File: src/rtl/cfg_frame_pkg.sv
// Shared constants, header field helpers and FSM state encoding for the
// configuration frame writer.
package cfg_frame_pkg;

    localparam int unsigned WORD_W    = 32;
    localparam int unsigned FIELD_W   = 8;
    localparam int unsigned COL_LSB   = 24;
    localparam int unsigned FRAME_LSB = 16;

    localparam logic [WORD_W-1:0]  SYNC_WORD = 32'hFAB0_FAB1;
    localparam logic [FIELD_W-1:0] END_COL   = 8'hFF;

    typedef enum logic [2:0] {
        HUNT   = 3'd0,
        HDR    = 3'd1,
        DATA   = 3'd2,
        SETUP  = 3'd3,
        STROBE = 3'd4,
        HOLD   = 3'd5
    } state_t;

    function automatic logic [FIELD_W-1:0] hdr_col(input logic [WORD_W-1:0] w);
        return w[COL_LSB +: FIELD_W];
    endfunction

    function automatic logic [FIELD_W-1:0] hdr_frame(input logic [WORD_W-1:0] w);
        return w[FRAME_LSB +: FIELD_W];
    endfunction

endpackage

File: src/rtl/config_frame_writer_if.sv
// Configuration word stream with valid/ready handshake from the bitstream loader.
interface config_frame_writer_if;
    import cfg_frame_pkg::*;

    logic [WORD_W-1:0] in_data;
    logic              in_valid;
    logic              in_ready;

    modport master (output in_data, output in_valid, input in_ready);
    modport slave  (input in_data, input in_valid, output in_ready);

endinterface

File: src/rtl/frame_strobe_dec.sv
// Registered one-hot decode of (col, frame) onto the fabric latch-enable lines.
module frame_strobe_dec
    import cfg_frame_pkg::*;
#(
    parameter int unsigned COLS   = 4,
    parameter int unsigned FRAMES = 20
) (
    input  logic                     clk,
    input  logic                     rst_n,
    input  logic [FIELD_W-1:0]       col,
    input  logic [FIELD_W-1:0]       frame,
    input  logic                     en,
    output logic [COLS*FRAMES-1:0]   strobe
);

    logic [COLS*FRAMES-1:0] strobe_d;

    always_comb begin
        strobe_d = '0;
        for (int c = 0; c < COLS; c++) begin
            for (int f = 0; f < FRAMES; f++) begin
                strobe_d[c*FRAMES + f] = en && (col == FIELD_W'(c)) && (frame == FIELD_W'(f));
            end
        end
    end

    // Async clear so a reset mid-pulse drops the latch enables at once.
    always_ff @(posedge clk or negedge rst_n) begin
        if (!rst_n) begin
            strobe <= '0;
        end else begin
            strobe <= strobe_d;
        end
    end

endmodule

File: src/rtl/config_frame_writer.sv
// Parses SYNC/header/data word stream, assembles per-row FrameData and fires
// one FrameStrobe pulse per frame with a cycle of setup and hold around it.
module config_frame_writer
    import cfg_frame_pkg::*;
#(
    parameter int unsigned ROWS   = 4,
    parameter int unsigned COLS   = 4,
    parameter int unsigned FRAMES = 20
) (
    input  logic                     CLK,
    input  logic                     resetn,
    config_frame_writer_if.slave     s,
    output logic [WORD_W*ROWS-1:0]   FrameData,
    output logic [COLS*FRAMES-1:0]   FrameStrobe,
    output logic                     busy,
    output logic                     done,
    output logic                     err
);

    localparam int unsigned CNT_W = (ROWS > 1) ? $clog2(ROWS) : 1;

    state_t             state;
    logic [CNT_W-1:0]   cnt;
    logic [FIELD_W-1:0] col_q;
    logic [FIELD_W-1:0] frame_q;
    logic               live;
    logic               accept;
    logic [FIELD_W-1:0] in_col;
    logic [FIELD_W-1:0] in_frame;
    logic               hdr_bad;

    // live holds in_ready low during reset and releases it on the first edge after.
    assign s.in_ready = live && ((state == HUNT) || (state == HDR) || (state == DATA));
    assign accept     = s.in_valid && s.in_ready;
    assign in_col     = hdr_col(s.in_data);
    assign in_frame   = hdr_frame(s.in_data);
    assign hdr_bad    = (32'(in_col) >= COLS) || (32'(in_frame) >= FRAMES);

    always_ff @(posedge CLK or negedge resetn) begin
        if (!resetn) begin
            state     <= HUNT;
            cnt       <= '0;
            col_q     <= '0;
            frame_q   <= '0;
            FrameData <= '0;
            busy      <= 1'b0;
            done      <= 1'b0;
            err       <= 1'b0;
            live      <= 1'b0;
        end else begin
            live <= 1'b1;
            done <= 1'b0;
            case (state)
                HUNT: begin
                    if (accept && (s.in_data == SYNC_WORD)) begin
                        state <= HDR;
                        busy  <= 1'b1;
                        err   <= 1'b0;
                    end
                end
                HDR: begin
                    if (accept) begin
                        if (in_col == END_COL) begin
                            state <= HUNT;
                            busy  <= 1'b0;
                            done  <= 1'b1;
                        end else if (hdr_bad) begin
                            state <= HUNT;
                            busy  <= 1'b0;
                            err   <= 1'b1;
                        end else begin
                            col_q   <= in_col;
                            frame_q <= in_frame;
                            cnt     <= '0;
                            state   <= DATA;
                        end
                    end
                end
                DATA: begin
                    // Raw data words; SYNC/END values carry no meaning here.
                    if (accept) begin
                        for (int r = 0; r < ROWS; r++) begin
                            if (cnt == CNT_W'(r)) begin
                                FrameData[WORD_W*r +: WORD_W] <= s.in_data;
                            end
                        end
                        if (cnt == CNT_W'(ROWS - 1)) begin
                            state <= SETUP;
                        end else begin
                            cnt <= cnt + CNT_W'(1);
                        end
                    end
                end
                SETUP:   state <= STROBE;
                STROBE:  state <= HOLD;
                HOLD:    state <= HDR;
                default: begin
                    state <= HUNT;
                    busy  <= 1'b0;
                end
            endcase
        end
    end

    // Enabled during SETUP so the registered pulse lands in the STROBE cycle.
    frame_strobe_dec #(
        .COLS   (COLS),
        .FRAMES (FRAMES)
    ) u_strobe_dec (
        .clk    (CLK),
        .rst_n  (resetn),
        .col    (col_q),
        .frame  (frame_q),
        .en     (state == SETUP),
        .strobe (FrameStrobe)
    );

endmodule

File: src/flat_wrapper.sv
// flat-port wrapper written by rule: the top's interface ports become plain ports
module config_frame_writer_flat import cfg_frame_pkg::*;
#(
    parameter int unsigned ROWS   = 4,
    parameter int unsigned COLS   = 4,
    parameter int unsigned FRAMES = 20
)
  (CLK, resetn, FrameData, FrameStrobe, busy, done, err, s_in_data, s_in_valid, s_in_ready);
  config_frame_writer_if s_i ();
  input  logic CLK;
  input  logic resetn;
  output logic [WORD_W*ROWS-1:0] FrameData;
  output logic [COLS*FRAMES-1:0] FrameStrobe;
  output logic busy;
  output logic done;
  output logic err;
  input wire logic [$bits(s_i.in_data)-1:0] s_in_data;
  input wire logic [$bits(s_i.in_valid)-1:0] s_in_valid;
  output wire logic [$bits(s_i.in_ready)-1:0] s_in_ready;
  assign s_i.in_data = s_in_data;
  assign s_i.in_valid = s_in_valid;
  assign s_in_ready = s_i.in_ready;
  config_frame_writer #(.ROWS(ROWS), .COLS(COLS), .FRAMES(FRAMES)) u_core (.CLK(CLK), .resetn(resetn), .s(s_i), .FrameData(FrameData), .FrameStrobe(FrameStrobe), .busy(busy), .done(done), .err(err));
endmodule
File: config.mk
export PLATFORM = sky130hd
export DESIGN_NAME = config_frame_writer_flat
export DESIGN_NICKNAME = d
export VERILOG_FILES = /design/src/rtl/cfg_frame_pkg.sv /design/src/rtl/config_frame_writer_if.sv /design/src/rtl/frame_strobe_dec.sv /design/src/rtl/config_frame_writer.sv /design/src/flat_wrapper.sv
export SDC_FILE = /design/constraint.sdc
export NUM_CORES = 1
export LEC_CHECK = 0
export ABC_AREA = 1
export ABC_CLOCK_PERIOD_IN_PS = 2100
export CORE_ASPECT_RATIO = 0.6
export CORE_MARGIN = 2
export CORE_UTILIZATION = 48
export CTS_CLUSTER_SIZE = 25
export DETAILED_ROUTE_END_ITERATION = 8
export PLACE_DENSITY = 0.8
export SYNTH_ARGS = -nofsm -noshare
export SYNTH_HDL_FRONTEND = slang
export SYNTH_SLANG_ARGS = --single-unit
export TNS_END_PERCENT = 50
File: constraint.sdc
create_clock -name CLK -period 2.1 [get_ports CLK]
set_clock_uncertainty 0.15 [all_clocks]
set_input_delay 0.42 -clock CLK [delete_from_list [all_inputs] [get_ports CLK]]
set_output_delay 0.42 -clock CLK [all_outputs]
set_load 0.05 [all_outputs]
# [Word-level counts from Yosys, hierarchy flattened]
# Index checks and enable logic that the tools add are counted.
[classes] bitwise=3 n_lt_le_gt_ge=2 n_eq_ne=41 n_mux=26 n_addsub=1 reduce_logical=106
[op_table] operator="$logic_and 1x1->1" n=87
[op_table] operator="$eq 8x4->1 const B" n=8
[op_table] operator="$eq 32x32->1 const B" n=1
[op_table] operator="$eq 8x2->1 const B" n=4
[op_table] operator="$eq 8x3->1 const B" n=4
[op_table] operator="$eq 8x5->1 const B" n=4
[op_table] operator="$pmux 3 s6" n=1
[op_table] operator="$eq 8x1->1 const B" n=2
[op_table] operator="$logic_not 8->1" n=2
[op_table] operator="$mux 3" n=5
[op_table] operator="$mux 2" n=6
[op_table] operator="$reduce_and 3->1" n=4
[op_table] operator="$reduce_and 4->1" n=3
[op_table] operator="$mux 1" n=11
[op_table] operator="$ne 2x2->1 const B" n=5
[op_table] operator="$eq 8x8->1 const B" n=1
[op_table] operator="$ge 8x3->1 const B" n=1
[op_table] operator="$ge 8x5->1 const B" n=1
[op_table] operator="$eq 3x2->1 const B" n=2
[op_table] operator="$eq 3x3->1 const B" n=2
[op_table] operator="$ne 2x1->1 const B" n=3
[op_table] operator="$reduce_and 6->1" n=1
[op_table] operator="$reduce_and 5->1" n=1
[op_table] operator="$eq 2x2->1 const B" n=2
[op_table] operator="other kinds (13)" n=18
[totals] in_bits=35 output_inout_bits=212 ff_bits=233 wordCells=192

# [Depth between registers and ports, before layout]
[depth] depth_word=8 ltp_mapped=11 ltp_nobuf=10

# [Cells and area by module]
# A second synthesis with hierarchy kept.
[unflattened] hier_cells=857 hier_area_um2=8946.1
[by_module_without_submodules] module="config_frame_writer" area_per_inst_um2=6192.2 seq_area_each_um2=3828.7 instances=1 cells_each=611
[by_module_without_submodules] module="frame_strobe_dec" area_per_inst_um2=2753.9 seq_area_each_um2=2001.9 instances=1 cells_each=246

# [Worst setup path after synthesis]
# Ideal clock, no wire load.
[synth_timing] path_type="register to register" startpoint="reg u_core.state[2]" endpoint="reg u_core.frame_q[2]" t_required_ns=1.822 synth_period_minus_slack_ns=1.900 stages_incl_launch_ff=9 setup_slack_ns=0.200 arrival_time_ns=1.622 n_path_buf=2 setup_ns=0.128 cell_sequence="dfrtp_1 inv_2 nand2_1 nor2_4 nand2_2 buf_6 nor3_4 buf_4 o21ai_0"
[synth_between] elab_chain_cells=6 word_cells_on_any_way=8 cone_classes="2 x eq/ne; 6 x reduce/logical"
[synth_rtl] element="start: declaration" line="config_frame_writer.sv:22" rtl="state_t state;"
[synth_rtl] element="start signal: assignment" line="config_frame_writer.sv:41" rtl="state <= HUNT;"
[synth_rtl] element="start signal: assignment" line="config_frame_writer.sv:56" rtl="state <= HDR;"
[synth_rtl] element="start signal: assignment" line="config_frame_writer.sv:64" rtl="state <= HUNT;"
[synth_rtl] element="$eq 3x1->1 / $logic_not 3->1 (equally long branches)" line="config_frame_writer.sv:33" rtl="assign s.in_ready = live && ((state == HUNT) || (state == HDR) || (state == DATA));"
[synth_rtl] element="$logic_or 1x1->1" line="config_frame_writer.sv:33"
[synth_rtl] element="$logic_or 1x1->1 *" line="config_frame_writer.sv:33"
[synth_rtl] element="$logic_and 1x1->1 *" line="config_frame_writer.sv:33"
[synth_rtl] element="via s_in_ready" line="flat_wrapper.sv:19" rtl="output wire logic [$bits(s_i.in_ready)-1:0] s_in_ready;"
[synth_rtl] element="$logic_and 1x1->1 *" line="config_frame_writer.sv:34" rtl="assign accept = s.in_valid && s.in_ready;"
[synth_rtl] element="$reduce_and 4->1 (no line) *"
[synth_rtl] element="end signal: assignment" line="config_frame_writer.sv:73" rtl="frame_q <= in_frame;"
[synth_rtl] element="end: declaration" line="config_frame_writer.sv:25" rtl="logic [FIELD_W-1:0] frame_q;"
# Mark *: on every way through the listed nets, which the timed path passes. The rest lies on a longest branch.
# A chain may end at the register's enable or synchronous reset.

# [Worst setup path in the final report]
[layout_timing] startpoint="reg u_core.FrameData[73]" endpoint="out FrameData[73]"
[layout_rtl] element="start: declaration" line="config_frame_writer.sv:13" rtl="output logic [WORD_W*ROWS-1:0] FrameData,"
[layout_rtl] element="start signal: indexed assignment" line="config_frame_writer.sv:84" rtl="FrameData[WORD_W*r +: WORD_W] <= s.in_data;"
[layout_rtl] element="end: declaration" line="flat_wrapper.sv:12" rtl="output logic [WORD_W*ROWS-1:0] FrameData;"
# No word-level cell between the ends.

==> key figures <==
Synthesis
  • Async S/R FF share, synth: 1.00
  • Largest family of logic cells by synthesized area: simple AND/OR/NAND/NOR gates
  • Syn_area_per_cell: 9.78 µm²
  • Yosys reg bits: around 230
  • Cells after synthesis: 901
  • Area leader, netlist: dfrtp_1
  • Compound-cell area share of the yosys netlist: 0.0784
  • Post-synthesis mux area share: 0
  • Synthesized area: 8810 µm²
  • Register area share after synthesis: 0.661
  • Synth top area share: 0.661
  • Post-synthesis simple-gate area fraction: 0.205
  • Area share of xor/xnor cells in the synthesized design: 0
  • Syn Nets: 940
  • Synth cell types: 26
  • Primary FF master, synth: dfrtp_1
  • Adder-cell share of the synthesized area: 0.00568
  • EDFF count, synth: 0
  • Yosys warns: 0
  • Ranking of synthesized cells by area: dfrtp_1 (66%), nand2_1 (8.7%), nor2_1 (8.0%), a21oi_1 (3.9%), o21ai_0 (3.9%)
  • Most common cell in the netlist: dfrtp_1
  • Synth top cells by count: dfrtp_1 (233), nand2_1 (205), nor2_1 (188), a21oi_1 (69), o21ai_0 (68)

Drt
  • DR pass1 iterations: 5
  • DR WL met2: 11200 µm
  • WL met1: ~11000 µm
  • Vias: around 7400
  • Vias per cell: roughly 5
  • Iter 0 DRT Violations: 669
  • WL met3: 2480 µm
  • Drt total wl: 25400 µm
  • WL/cell: around 18 µm
  • Antenna-violating nets left: 0
  • Top Layer Used: met4
  • Remaining DRCs: 0

STA
  • Relative slew slack: 0.646
  • Setup TNS: 0 ns
  • Unrepaired setup endpoints after global routing: false
  • Slew Viols, Final: 0
  • Period utilization: 0.952
  • Max Clock Freq: roughly 500 MHz
  • Final min period: 2.00 ns
  • Final setup fails: 0
  • Final hold viol count: 0
  • Worst slew pin tran: 0.533 ns

Die
  • Chip width: 179 µm
  • Core Region: 18000 µm²
  • Row count: 38
  • I/O Pins: around 250
  • Height of the chip: 109 µm
  • Die area: slightly below 20000 µm²
  • Initial core utilization: 0.489

Global routing
  • Largest net degree at the start of global routing: 57
  • Gr ovfl total: 0
  • Vias in the first global route: 7164
  • Initial antenna violation count: 0
  • Tot GR Track Use: 0.265
  • First-pass GRT wire length: approximately 39000 µm

Clock network
  • Clock transition at path regs: approximately 0.070 ns
  • Num CTS Buffers: 22
  • Post-CTS setup buffers: 0
  • Worst skew pair latency: 0.50 ns
  • CTS tree: built
  • CTS Buffer Depth: 3
  • Clk Tree Root Cell: clkbuf_16
  • CTS Sinks: 233
  • # H-tree levels: 1

Layout
  • Final #Nets: between 1000 and 1500
  • Area Overhead vs Synth: 39.6%
  • Final core utilization: 0.683
  • Share of cells above drive strength 1: 0.156
  • # diodes: 0
  • Fill cells: 1374

Placed design
  • Placer Congestion: 0.930
  • IO buf count: 246
  • Dpl hpwl: 18200 µm

Worst setup path
  • Critical Path RT: 1.53 ns
  • Worst path cell trace: dlygate4sd2_1
  • Worst stage delay on the critical path: about 0.54 ns
  • CP Buf/Inv Count: 1
  • Slowest-stage cell, CP: dlygate4sd2_1
  • Critical Path AT: 1.43 ns
  • CP Max Fanout: 2
  • Family with the most delay on the worst path: buffers and inverters
  • Setup CP Type: reg -> out
  • Crit. End Element: primary output
  • Startpoint types: register

Power and ir drop
  • Pwr dens: 1250 nW/µm²
  • Worst VDD drop: 1.15 mV
  • P_leak: 6.70 nW

Min path
  • Hold WC Path Type: in -> async

Run
  • Max Cap Viol: 0

Status
  • Status: finished, final reports clean
## cells by family after synthesis
family	Yosys count
compound gates	138
fa+ha+maj	4
other cells	1
buf+inv	89
simple gates	436
flops	233
## placed cells by master, fill, tap and decap left out, types with 2 or more instances in the layout
master           Yosys  routed
clkbuf_16            0      23
nand3b_1             2       2
dlygate4sd2_1        0     139
nand2_4              4       4
clkdlybuf4s50_1      0      33
a21oi_1             69      69
inv_2                2       2
dfrtp_1            233     233
nor3_2               4       4
buf_12               0      13
nor2_4               5       5
inv_1               46      46
nand3_1             14      14
clkinvlp_4           0       3
nand2_1            205     205
o21ai_0             68      68
ha_1                 4       4
nor2_1             188     188
nor3_1               8       8
clkbuf_1            18       5
clkinv_2             0       5
buf_4                6     121
## power by group
group / switching, mW / total [mW] / internal, mW
registers: 0.534 / 5.86 / 5.33
logic: 4.14 / 5.61 / 1.47
clock network: 1.68 / 3.86 / 2.18
## cell type report
type | instances | area, µm² | area share
sequential | 233 | 5830 | 0.474
multi-input combinational | 579 | 2550 | 0.207
clock inverter | 10 | 93.8 | 0.00763
tap | 240 | 300 | 0.0244
clock buffer | 29 | 608 | 0.0494
timing repair buffer | 308 | 2740 | 0.223
inverter | 48 | 180 | 0.0146
## per-stage QoR
stage | power [mW] | hold slack (ns) | setup slack (ns) | std cells | area (µm²)
finish | 15.3 | 0.301 | 0.101 | 1447 | 12300
CTS | 15.4 | 0.305 | 0.0930 | 1447 | 12300
floorplan | 9.58 | -0.0256 | 0.200 | 901 | 8810
global route | 16.0 | 0.319 | 0.0108 | 1447 | 12300
global placement | 11.7 | 0.208 | -0.0236 | 1407 | 11800
detailed placement | 11.8 | 0.210 | -0.0254 | 1407 | 11800
## registers in the layout (all words and copies together), names as in the netlist
signal,count
u_core.u_strobe_dec.strobe,80
u_core.cnt,2
u_core.frame_q,8
u_core.done,1
u_core.col_q,8
u_core.busy,1
u_core.live,1
u_core.state,3
u_core.err,1
u_core.FrameData,128
## worst paths after layout
check                                                  from                                      end  slack (ns)  cells past startpoint
max                        u_core.FrameData[73]$_DFFE_PN0P_                            FrameData[73]        0.10                      1
max reg2reg                     u_core.state[2]$_DFFE_PN0P_                u_core.cnt[1]$_DFFE_PN0P_        0.20                     11
max in group asynchronous                            resetn  u_core.u_strobe_dec.strobe[3]$_DFF_PN0_        0.88                      3
min reg2reg                 u_core.FrameData[9]$_DFFE_PN0P_          u_core.FrameData[9]$_DFFE_PN0P_        0.34                      2
min                                                  resetn                    u_core.live$_DFF_PN0_        0.30                      2
min in group CLK            u_core.FrameData[9]$_DFFE_PN0P_          u_core.FrameData[9]$_DFFE_PN0P_        0.34                      2
## routing by layer
| metal | up-vias | track usage |
|---|---|---|
| met5 | - | 0 |
| met4 | 0 | 0.0534 |
| met3 | 28 | 0.0858 |
| met2 | 283 | 0.380 |
| met1 | 3637 | 0.396 |
| li1 | 3413 | - |
## timing repair
item,CTS,global route
setup endpoints to repair,139,0
hold buffers,1,0
hold endpoints to repair,42,0
gates resized for setup,139,0
## worst register-to-register path: stages (launching register included)
cell	delay [ns]
dfrtp_1	0.43
inv_2	0.11
nand2_1	0.09
nor2_4	0.13
nand2_2	0.08
buf_12	0.17
nand2_1	0.12
inv_1	0.06
nor2_1	0.21
nand2_1	0.11
nand2_1	0.09
nand2_1	0.06
No activity file was read; power rests on OpenSTA's default activity.
